--- src/rtl/uart_pkg.sv ---
// uart_pkg: shared receiver state encoding, parity-mode codes and divisor floor.
package uart_pkg;
  typedef enum logic [2:0] {IDLE, START, DATA, PARITY, STOP, ERRWAIT} state_t;
  localparam logic [1:0] PAR_NONE = 2'd0;
  localparam logic [1:0] PAR_EVEN = 2'd1;
  localparam logic [1:0] PAR_ODD  = 2'd2;
  localparam logic [15:0] MIN_DIV = 16'd4;
endpackage

--- src/rtl/uart_rx_fifo.sv ---
// uart_rx_fifo: synchronous FIFO with occupancy count; a push while full only lands with a pop.
module uart_rx_fifo #(
  parameter int W     = 8,
  parameter int DEPTH = 16
) (
  input  logic                     core_clk,
  input  logic                     core_rstn,
  input  logic                     i_push,
  input  logic                     i_pop,
  input  logic [W-1:0]             i_wdata,
  output logic [W-1:0]             o_rdata,
  output logic [$clog2(DEPTH):0]   o_count,
  output logic                     o_full
);
  localparam int AW = $clog2(DEPTH);
  localparam int CW = AW + 1;
  logic [W-1:0]  r_mem [DEPTH];
  logic [AW-1:0] r_wp, r_rp;
  logic          w_wr, w_rd, w_empty;
  assign w_empty = o_count == '0;
  assign o_full  = o_count == CW'(DEPTH);
  assign w_rd    = i_pop && !w_empty;
  assign w_wr    = i_push && (!o_full || w_rd);
  assign o_rdata = w_empty ? '0 : r_mem[r_rp];
  always_ff @(posedge core_clk)
    if (w_wr) r_mem[r_wp] <= i_wdata;
  always_ff @(posedge core_clk or negedge core_rstn)
    if (!core_rstn) begin
      r_wp    <= '0;
      r_rp    <= '0;
      o_count <= '0;
    end else begin
      r_wp    <= r_wp + AW'(w_wr);
      r_rp    <= r_rp + AW'(w_rd);
      o_count <= o_count + CW'(w_wr) - CW'(w_rd);
    end
endmodule

--- src/rtl/uart_rx_monitor.sv ---
// uart_rx_monitor: runtime-configurable UART receiver feeding a read FIFO,
// with frame/parity/overflow accounting and end-of-line detection.
module uart_rx_monitor import uart_pkg::*; #(
  parameter int         DATA_BITS  = 8,
  parameter int         FIFO_DEPTH = 16,
  parameter logic [7:0] EOL_CHAR   = 8'h0A,
  parameter int         ERR_CNT_W  = 8
) (
  input  logic                          core_clk,
  input  logic                          core_rstn,
  input  logic                          ser_rx,
  input  logic                          rx_en,
  input  logic [15:0]                   clk_div,
  input  logic [1:0]                    parity_mode,
  input  logic                          stop2,
  input  logic                          rd_en,
  output logic [DATA_BITS-1:0]          rd_data,
  output logic                          rd_valid,
  output logic [$clog2(FIFO_DEPTH):0]   fifo_count,
  output logic                          overflow,
  output logic                          frame_err,
  output logic                          parity_err,
  output logic [ERR_CNT_W-1:0]          err_count,
  output logic                          line_done,
  input  logic                          clr
);
  state_t               r_state;
  logic [1:0]           r_sync, r_par;
  logic [15:0]          r_div, r_cnt;
  logic [3:0]           r_bit;
  logic [DATA_BITS-1:0] r_data;
  logic                 r_rx_prev, r_stop2, r_stop_idx, r_ferr, r_perr;
  logic                 w_rx, w_mid, w_last, w_final, w_ferr, w_push, w_full, w_wr, w_drop, w_err;
  assign w_rx    = r_sync[1];
  assign w_mid   = r_cnt == {1'b0, r_div[15:1]};
  assign w_last  = r_cnt == r_div - 16'd1;
  assign w_final = rx_en && r_state == STOP && w_mid && (r_stop_idx || !r_stop2);
  assign w_ferr  = r_ferr || !w_rx;
  assign w_push  = w_final && !w_ferr && !r_perr;
  assign w_wr    = w_push && (!w_full || rd_en);
  assign w_drop  = w_push && !w_wr;
  assign w_err   = (w_final && (w_ferr || r_perr)) || w_drop;
  assign rd_valid = fifo_count != '0;
  // The character is written on the final mid-stop edge, so it and every event appear on the next cycle.
  uart_rx_fifo #(.W(DATA_BITS), .DEPTH(FIFO_DEPTH)) u_fifo (
    .core_clk (core_clk),
    .core_rstn(core_rstn),
    .i_push   (w_push),
    .i_pop    (rd_en),
    .i_wdata  (r_data),
    .o_rdata  (rd_data),
    .o_count  (fifo_count),
    .o_full   (w_full)
  );
  always_ff @(posedge core_clk or negedge core_rstn)
    if (!core_rstn) begin
      r_sync     <= 2'b11;
      r_rx_prev  <= 1'b1;
      r_state    <= IDLE;
      r_div      <= MIN_DIV;
      r_cnt      <= '0;
      r_par      <= PAR_NONE;
      r_stop2    <= 1'b0;
      r_stop_idx <= 1'b0;
      r_ferr     <= 1'b0;
      r_perr     <= 1'b0;
      r_bit      <= '0;
      r_data     <= '0;
      frame_err  <= 1'b0;
      parity_err <= 1'b0;
      line_done  <= 1'b0;
      overflow   <= 1'b0;
      err_count  <= '0;
    end else begin
      r_sync     <= {r_sync[0], ser_rx};
      r_rx_prev  <= w_rx;
      frame_err  <= w_final && w_ferr;
      parity_err <= w_final && r_perr;
      line_done  <= w_wr && r_data == DATA_BITS'(EOL_CHAR);
      overflow   <= !clr && (overflow || w_drop);
      err_count  <= clr ? '0 : (w_err && !(&err_count)) ? err_count + ERR_CNT_W'(1) : err_count;
      r_cnt      <= w_last ? '0 : r_cnt + 16'd1;
      if (!rx_en) r_state <= IDLE;
      else case (r_state)
        IDLE: if (r_rx_prev && !w_rx) begin
          r_state <= START;
          r_cnt   <= '0;
          r_div   <= clk_div < MIN_DIV ? MIN_DIV : clk_div;
          r_par   <= parity_mode;
          r_stop2 <= stop2;
        end
        START: if (w_mid && w_rx) r_state <= IDLE;
               else if (w_last) begin
                 r_state <= DATA;
                 r_bit   <= '0;
               end
        DATA: begin
          if (w_mid) r_data <= {w_rx, r_data[DATA_BITS-1:1]};
          if (w_last) begin
            r_bit <= r_bit + 4'd1;
            if (r_bit == 4'(DATA_BITS - 1)) begin
              r_state    <= (r_par == PAR_EVEN || r_par == PAR_ODD) ? PARITY : STOP;
              r_stop_idx <= 1'b0;
              r_ferr     <= 1'b0;
              r_perr     <= 1'b0;
            end
          end
        end
        PARITY: begin
          if (w_mid) r_perr <= ((^r_data) ^ w_rx) != (r_par == PAR_ODD);
          if (w_last) r_state <= STOP;
        end
        STOP: begin
          if (w_mid) r_ferr <= w_ferr;
          if (w_last) r_stop_idx <= 1'b1;
          if (w_final) begin
            r_state <= w_ferr ? ERRWAIT : IDLE;
            r_cnt   <= '0;
          end
        end
        ERRWAIT: if (!w_rx) r_cnt <= '0;
                 else if (w_last) r_state <= IDLE;
        default: r_state <= IDLE;
      endcase
    end
endmodule

--- config.mk ---
export PLATFORM = sky130hd
export DESIGN_NAME = uart_rx_monitor
export DESIGN_NICKNAME = d
export VERILOG_FILES = /design/src/rtl/uart_pkg.sv /design/src/rtl/uart_rx_fifo.sv /design/src/rtl/uart_rx_monitor.sv
export SDC_FILE = /design/constraint.sdc
export NUM_CORES = 1
export LEC_CHECK = 0
export ABC_CLOCK_PERIOD_IN_PS = 8000
export BUFFER_PORTS_ARGS = -buffer_cell sky130_fd_sc_hd__buf_2
export CORE_MARGIN = 2
export CORE_UTILIZATION = 45
export DETAILED_ROUTE_END_ITERATION = 10
export PLACE_DENSITY_LB_ADDON = 0.05
export SETUP_SLACK_MARGIN = 0.5
export SYNTH_ARGS = -nofsm -noshare
export SYNTH_HDL_FRONTEND = slang
export SYNTH_SLANG_ARGS = --single-unit
--- constraint.sdc ---
create_clock -name core_clk -period 8 [get_ports core_clk]
set_input_delay 1.6 -clock core_clk [delete_from_list [all_inputs] [get_ports core_clk]]
set_output_delay 1.6 -clock core_clk [all_outputs]
set_load 0.1 [all_outputs]
# Word-level counts from Yosys, hierarchy flattened
# Memories as Yosys holds them, arrays and structs flattened.
# Index checks and enable logic that the tools add are counted.
# totals
ff_bits,81
mem_count,1
word_cells,146
output_inout_bits,26
in_bits,25
ram_bits,128
# memory_table
memory,words,word_bits,rd,rd_clocked_by_memory_dff,write_ports,line_no,rtl
u_fifo.r_mem,16,8,1,0,1,uart_rx_fifo.sv:17,logic [W-1:0] r_mem [DEPTH];
# classes
order_cmp,1
bitwise_logic,1
n_eq_ne,28
reduce_logical,50
muxes,37
addsub,8
# op_table
op,n
2-to-1 mux 16 bit,6
one-hot mux 16 bit (3 select lines),1
2-to-1 mux 3 bit,12
2-to-1 mux 8 bit,3
"inequality test 3 bit, second input constant",7
AND reduction 5 bit,4
one-hot mux 3 bit (6 select lines),1
logical AND 1 bit,17
"adder 16 x 1 -> 16 bit, second input constant",1
equality test 16 x 15 -> 1 bit,1
equality test 16 bit,1
"< comparator 16 x 3 -> 1 bit, second input constant",1
AND reduction 8 bit,2
"subtractor 16 x 1 -> 16 bit, second input constant",1
"inequality test 2 bit, second input constant",7
2-to-1 mux 4 bit,3
zero test 1 bit,9
adder 4 x 1 -> 4 bit,2
"adder 8 x 1 -> 8 bit, second input constant",1
"equality test 8 x 4 -> 1 bit, second input constant",1
logical OR 1 bit,8
one-hot mux 4 bit (2 select lines),1
nonzero test 2 bit,4
parity 8 bit,1
other kinds (19),30

# Logic depth before layout (Yosys ltp)
# logic_depth
depth_word,13
depth_mapped,15
depth_no_buf,15

# By module
# From an unflattened synthesis, not the netlist that was laid out.
# hier_totals
cells_unflattened,694
area_unflattened_um2,9734.3
# by_module_without_submodules
module,seq_area_each_um2,area_per_inst_um2,instances,cells_per_inst
uart_rx_fifo,4169.0,5758.0,1,283
uart_rx_monitor,1706.6,3976.3,1,411

# Worst setup path after synthesis
# No wires, ideal clock.
# synth_path
kind,reg2out
from,reg u_fifo.r_rp[0]
to,out rd_data[1]
arrival_time_ps,2989
setup_slack_ps,3411
t_required_ps,6400
n_path_buf,2
stages_incl_launch_ff,6
cell_sequence,dfrtp_1 -> clkbuf_1 -> buf_1 -> mux4_2 -> mux4_2 -> nor2b_1
# synth_between
elab_chain_len,2
# synth_lines
item,line_no,rtl
"start, declared",uart_rx_fifo.sv:18,"logic [AW-1:0] r_wp, r_rp;"
"start signal, assigned",uart_rx_fifo.sv:34,r_rp <= r_rp + AW'(w_rd);
memory (16 x 8 bit),-,
2-to-1 mux 8 bit,uart_rx_fifo.sv:24,assign o_rdata = w_empty ? '0 : r_mem[r_rp];
"end, declared",uart_rx_monitor.sv:17,"output logic [DATA_BITS-1:0] rd_data,"
# No other way between the ends.

# Worst setup path after layout
# layout_path
from,reg u_fifo.r_rp[0]
to,out rd_data[2]
# Same word-level chain as after synthesis.

==> impl_metrics.tcl <==
set metrics [dict create \
    outcome "complete, no violations" \
    global_route.usage.met2 0.3114 \
    drt_pass1_iterations 4 \
    rsz_0062_raised_after_global_routing "false" \
    fillerInstances 1772 \
    clock_insertion_delay_worst_skew_ns 0.52 \
    power.total_uw 3860 \
    critPathKind "reg2out" \
    synth.avg_cell_area_um2 14.12 \
    critical_path.max_stage_delay_ns 0.64 \
    dr_total_vias 5567 \
    synth_edf_count 128 \
    power.net_switching_uw 1498 \
    gr-usage-met1 0.2414 \
    tritoncts "done" \
    route.antenna.remaining_nets 0 \
    synth_flop_cell "edfxtp_1" \
    met3_usage 0.02576 \
    tightestPinTransition_ns 1.134 \
    timing.final.crit_share 0.5762 \
    power_report.internal_total_uw 2363 \
    antennaDiodeCount 0 \
    layout-drive-gt1-share 0.2138 \
    maxSlewHeadroom 0.2382 \
    drv_slew 0 \
    ctsRootBufferMaster "clkbuf_16" \
    buffers_plus_inverters_on_the_worst_setup_path 2 \
    cts_setup_buffers 0 \
    layout_commonest_cell "edfxtp_1" \
    hold-worst-slack_ns 0.3543 \
    critical_path.slowest_cell "mux4_2" \
    cts_made_buffers 23 \
    ioPinCount 51 \
    maximum_buffer_depth_of_the_clock_tree 3 \
    asyncSetResetFlopFracSynth 0.3876 \
    area_growth_syn_to_layout_pct 12.23 \
    syn_nets 727 \
    htreeDepth 1 \
    cp_top_family "multiplexers" \
    layout.area.seq_um2 5878 \
    setup.worst_path.start_class "register" \
    floorplan.die_area_um2 22580 \
    cts_resized 0 \
    yosys_warnings 0 \
    setup_viol 0 \
    multiInputGateArea_um2 3486 \
    static-leakage-power_uw 0.004108 \
    vias_in_the_first_global_route 5673 \
    setup_total_negative_slack_ns 0 \
    layout_common_cells "edfxtp_1, dfrtp_1, nor2_1" \
    crit_chain "buf_4 > mux4_2 > mux4_2 > nor2b_1 > buf_2" \
    initial_core_utilization 0.4579 \
    drt_iter0_markers 302 \
    post_syn_area_um2 9627 \
    pwr-share-seq 0.386 \
    swShare 0.3880 \
    globalplace.congestion 0.8521 \
    grt_antenna_before_repair 0 \
    max_freq_mhz 217.0 \
    clock-sinks 209 \
    power.share.combinational 0.356 \
    ys_ff_latch 209 \
    cts-hold-fix-buffers 0 \
    worst_case_clock_skew_ns 0.01592 \
    placeableCoreArea_um2 21020 \
    hpwl_um 13390 \
    yosysSeqAreaShare 0.6103 \
    critical_path_arrival_ns 3.01 \
    max_cap_violations 0 \
    grt_use_total 0.1815 \
    cts_clock_pin_slew_for_the_worst_setup_and_hold_paths_ns 0.06 \
    worst_hold_path_type "reg2reg" \
    die_width_um 150.3 \
    gr-max-usage-layer "met2" \
    drcViolationCount 0 \
    hold_violations 0 \
    rows 53 \
    grt_pass1_wl_um 31470 \
    post-place-ws_ns 3.394 \
    crit_path_end_kind "primary output" \
    routed_via_density 5.490 \
    worstPathRequired_ns 6.40 \
    post_synthesis_instance_total 682 \
    power.density_cell_area_nw_per_um2 357.3 \
    grt.overflow.total 0 \
    worst-path-max-fanout 33 \
    wl_um 19510 \
    vdd.ir_drop.worst_uv 215.3 \
    timing.critical_path.mode_cell "mux4_2" \
    layout.nets 771 \
    synth_cell_types 63 \
    period_minus_slack_ns 4.609 \
    io_buffers 50 \
    post_drt_wl_per_cell_um 19.24 \
    clk_network_pwr_share 0.258 \
    grt_max_degree 51 \
    final.setup.worst_slack_ns 3.391 \
    die_outline_height_um 150.3 \
]
-- layer usage --
metal | share of wire | vias up
met4 | 0.021 | 0
met5 | 0 | -
met1 | 0.44 | 2821
li1 | - | 2614
met2 | 0.51 | 108
met3 | 0.033 | 24
-- final timing paths --
| path | from | end | slack, ns | cells past startpoint |
|---|---|---|---|---|
| min in group asynchronous | core_rstn | r_div[15]$_DFFE_PN0P_ | 1.00 | 1 |
| min reg2reg | r_sync[0]$_DFF_PN1_ | r_sync[1]$_DFF_PN1_ | 0.35 | 0 |
| max reg2reg | r_cnt[7]$_DFF_PN0_ | u_fifo.r_mem[0][2]$_DFFE_PP_ | 3.86 | 8 |
| min | r_sync[0]$_DFF_PN1_ | r_sync[1]$_DFF_PN1_ | 0.35 | 0 |
| max | u_fifo.r_rp[0]$_DFF_PN0_ | rd_data[2] | 3.39 | 5 |
| max in group asynchronous | core_rstn | u_fifo.r_rp[1]$_DFF_PN0_ | 5.96 | 2 |
-- metrics by stage --
stage,util,instances,cell area [um2]
finish,0.5140,1014,10800
global route,0.5140,1014,10800
CTS,0.5140,1014,10800
detailed placement,0.4804,976,10100
global placement,0.4804,976,10100
floorplan,-,682,9627
-- cell usage after synthesis, types with 3 or more instances --
cell | instances | area share
a211o_1 | 3 | 0.0027
a211oi_1 | 3 | 0.0023
a21oi_1 | 12 | 0.0062
a22o_1 | 3 | 0.0027
a31oi_1 | 3 | 0.0019
and3_1 | 7 | 0.0045
buf_1 | 5 | 0.0019
clkbuf_1 | 23 | 0.0090
dfrtp_1 | 77 | 0.20
dfstp_2 | 4 | 0.011
edfxtp_1 | 128 | 0.40
ha_1 | 19 | 0.025
inv_1 | 33 | 0.013
mux2_2 | 18 | 0.021
mux2i_1 | 7 | 0.0073
mux4_2 | 40 | 0.094
nand2_1 | 31 | 0.012
nand2b_1 | 7 | 0.0045
nand3_1 | 19 | 0.0099
nand4_1 | 9 | 0.0058
nor2_1 | 62 | 0.024
nor2b_1 | 10 | 0.0065
nor3_1 | 11 | 0.0057
nor4_1 | 10 | 0.0065
o211ai_1 | 4 | 0.0031
o21ai_0 | 13 | 0.0068
o21ai_1 | 5 | 0.0026
or3_1 | 6 | 0.0039
or4_1 | 3 | 0.0023
or4_4 | 3 | 0.0035
xnor2_1 | 25 | 0.023
xor2_1 | 42 | 0.038
-- power by group through the flow --
| stage | Sequential, uW | Clock (uW) | Combinational (uW) |
|---|---|---|---|
| 4_1_cts | 1490 | 1020 | 1390 |
| 3_5_place_dp | 1510 | 0 | 1380 |
| 3_3_place_gp | 1510 | 0 | 1360 |
| 5_1_grt | 1520 | 1070 | 1480 |
| 2_1_floorplan | 1460 | 0 | 1150 |
| 6_report | 1490 | 997 | 1370 |
-- cells by family after synthesis --
kind of cell               Yosys count  synth area share
DFF                                209            0.6103
and+or+nand+nor                    191            0.1042
xor gates and xnor gates            67           0.06096
buffers and inverters               66           0.02755
muxes                               65            0.1219
AOI/OAI and AO/OA                   64           0.04822
adders and majority gates           20           0.02677
-- flip-flops by register name (all words and copies together) (netlist names), 2 cells and up --
name / cells
err_count: 8
r_bit: 4
r_cnt: 16
r_data: 8
r_div: 16
r_par: 2
r_state: 3
r_sync: 2
u_fifo.o_count: 5
u_fifo.r_mem: 128
u_fifo.r_rp: 4
u_fifo.r_wp: 4
-- cell type report --
| type | count | share of cell area |
|---|---|---|
| inverters | 33 | 0.01146 |
| clock buffers | 32 | 0.05918 |
| repair buffers | 52 | 0.02478 |
| multi-input cells | 407 | 0.3226 |
| clock inverters | 6 | 0.006022 |
| well taps | 275 | 0.03185 |
| flip-flops and latches | 209 | 0.5441 |
-- worst register-to-register path, stage by stage, from the launching register on --
cell and delay (ns):
dfrtp_1 0.49, xor2_1 0.22, nor4_1 0.37, nand4_1 0.38, or3_1 0.61, nor4_4 0.42
nor2b_1 0.22, nand2b_1 0.16, nor3_1 0.89
(Power assumes the default switching activity.)
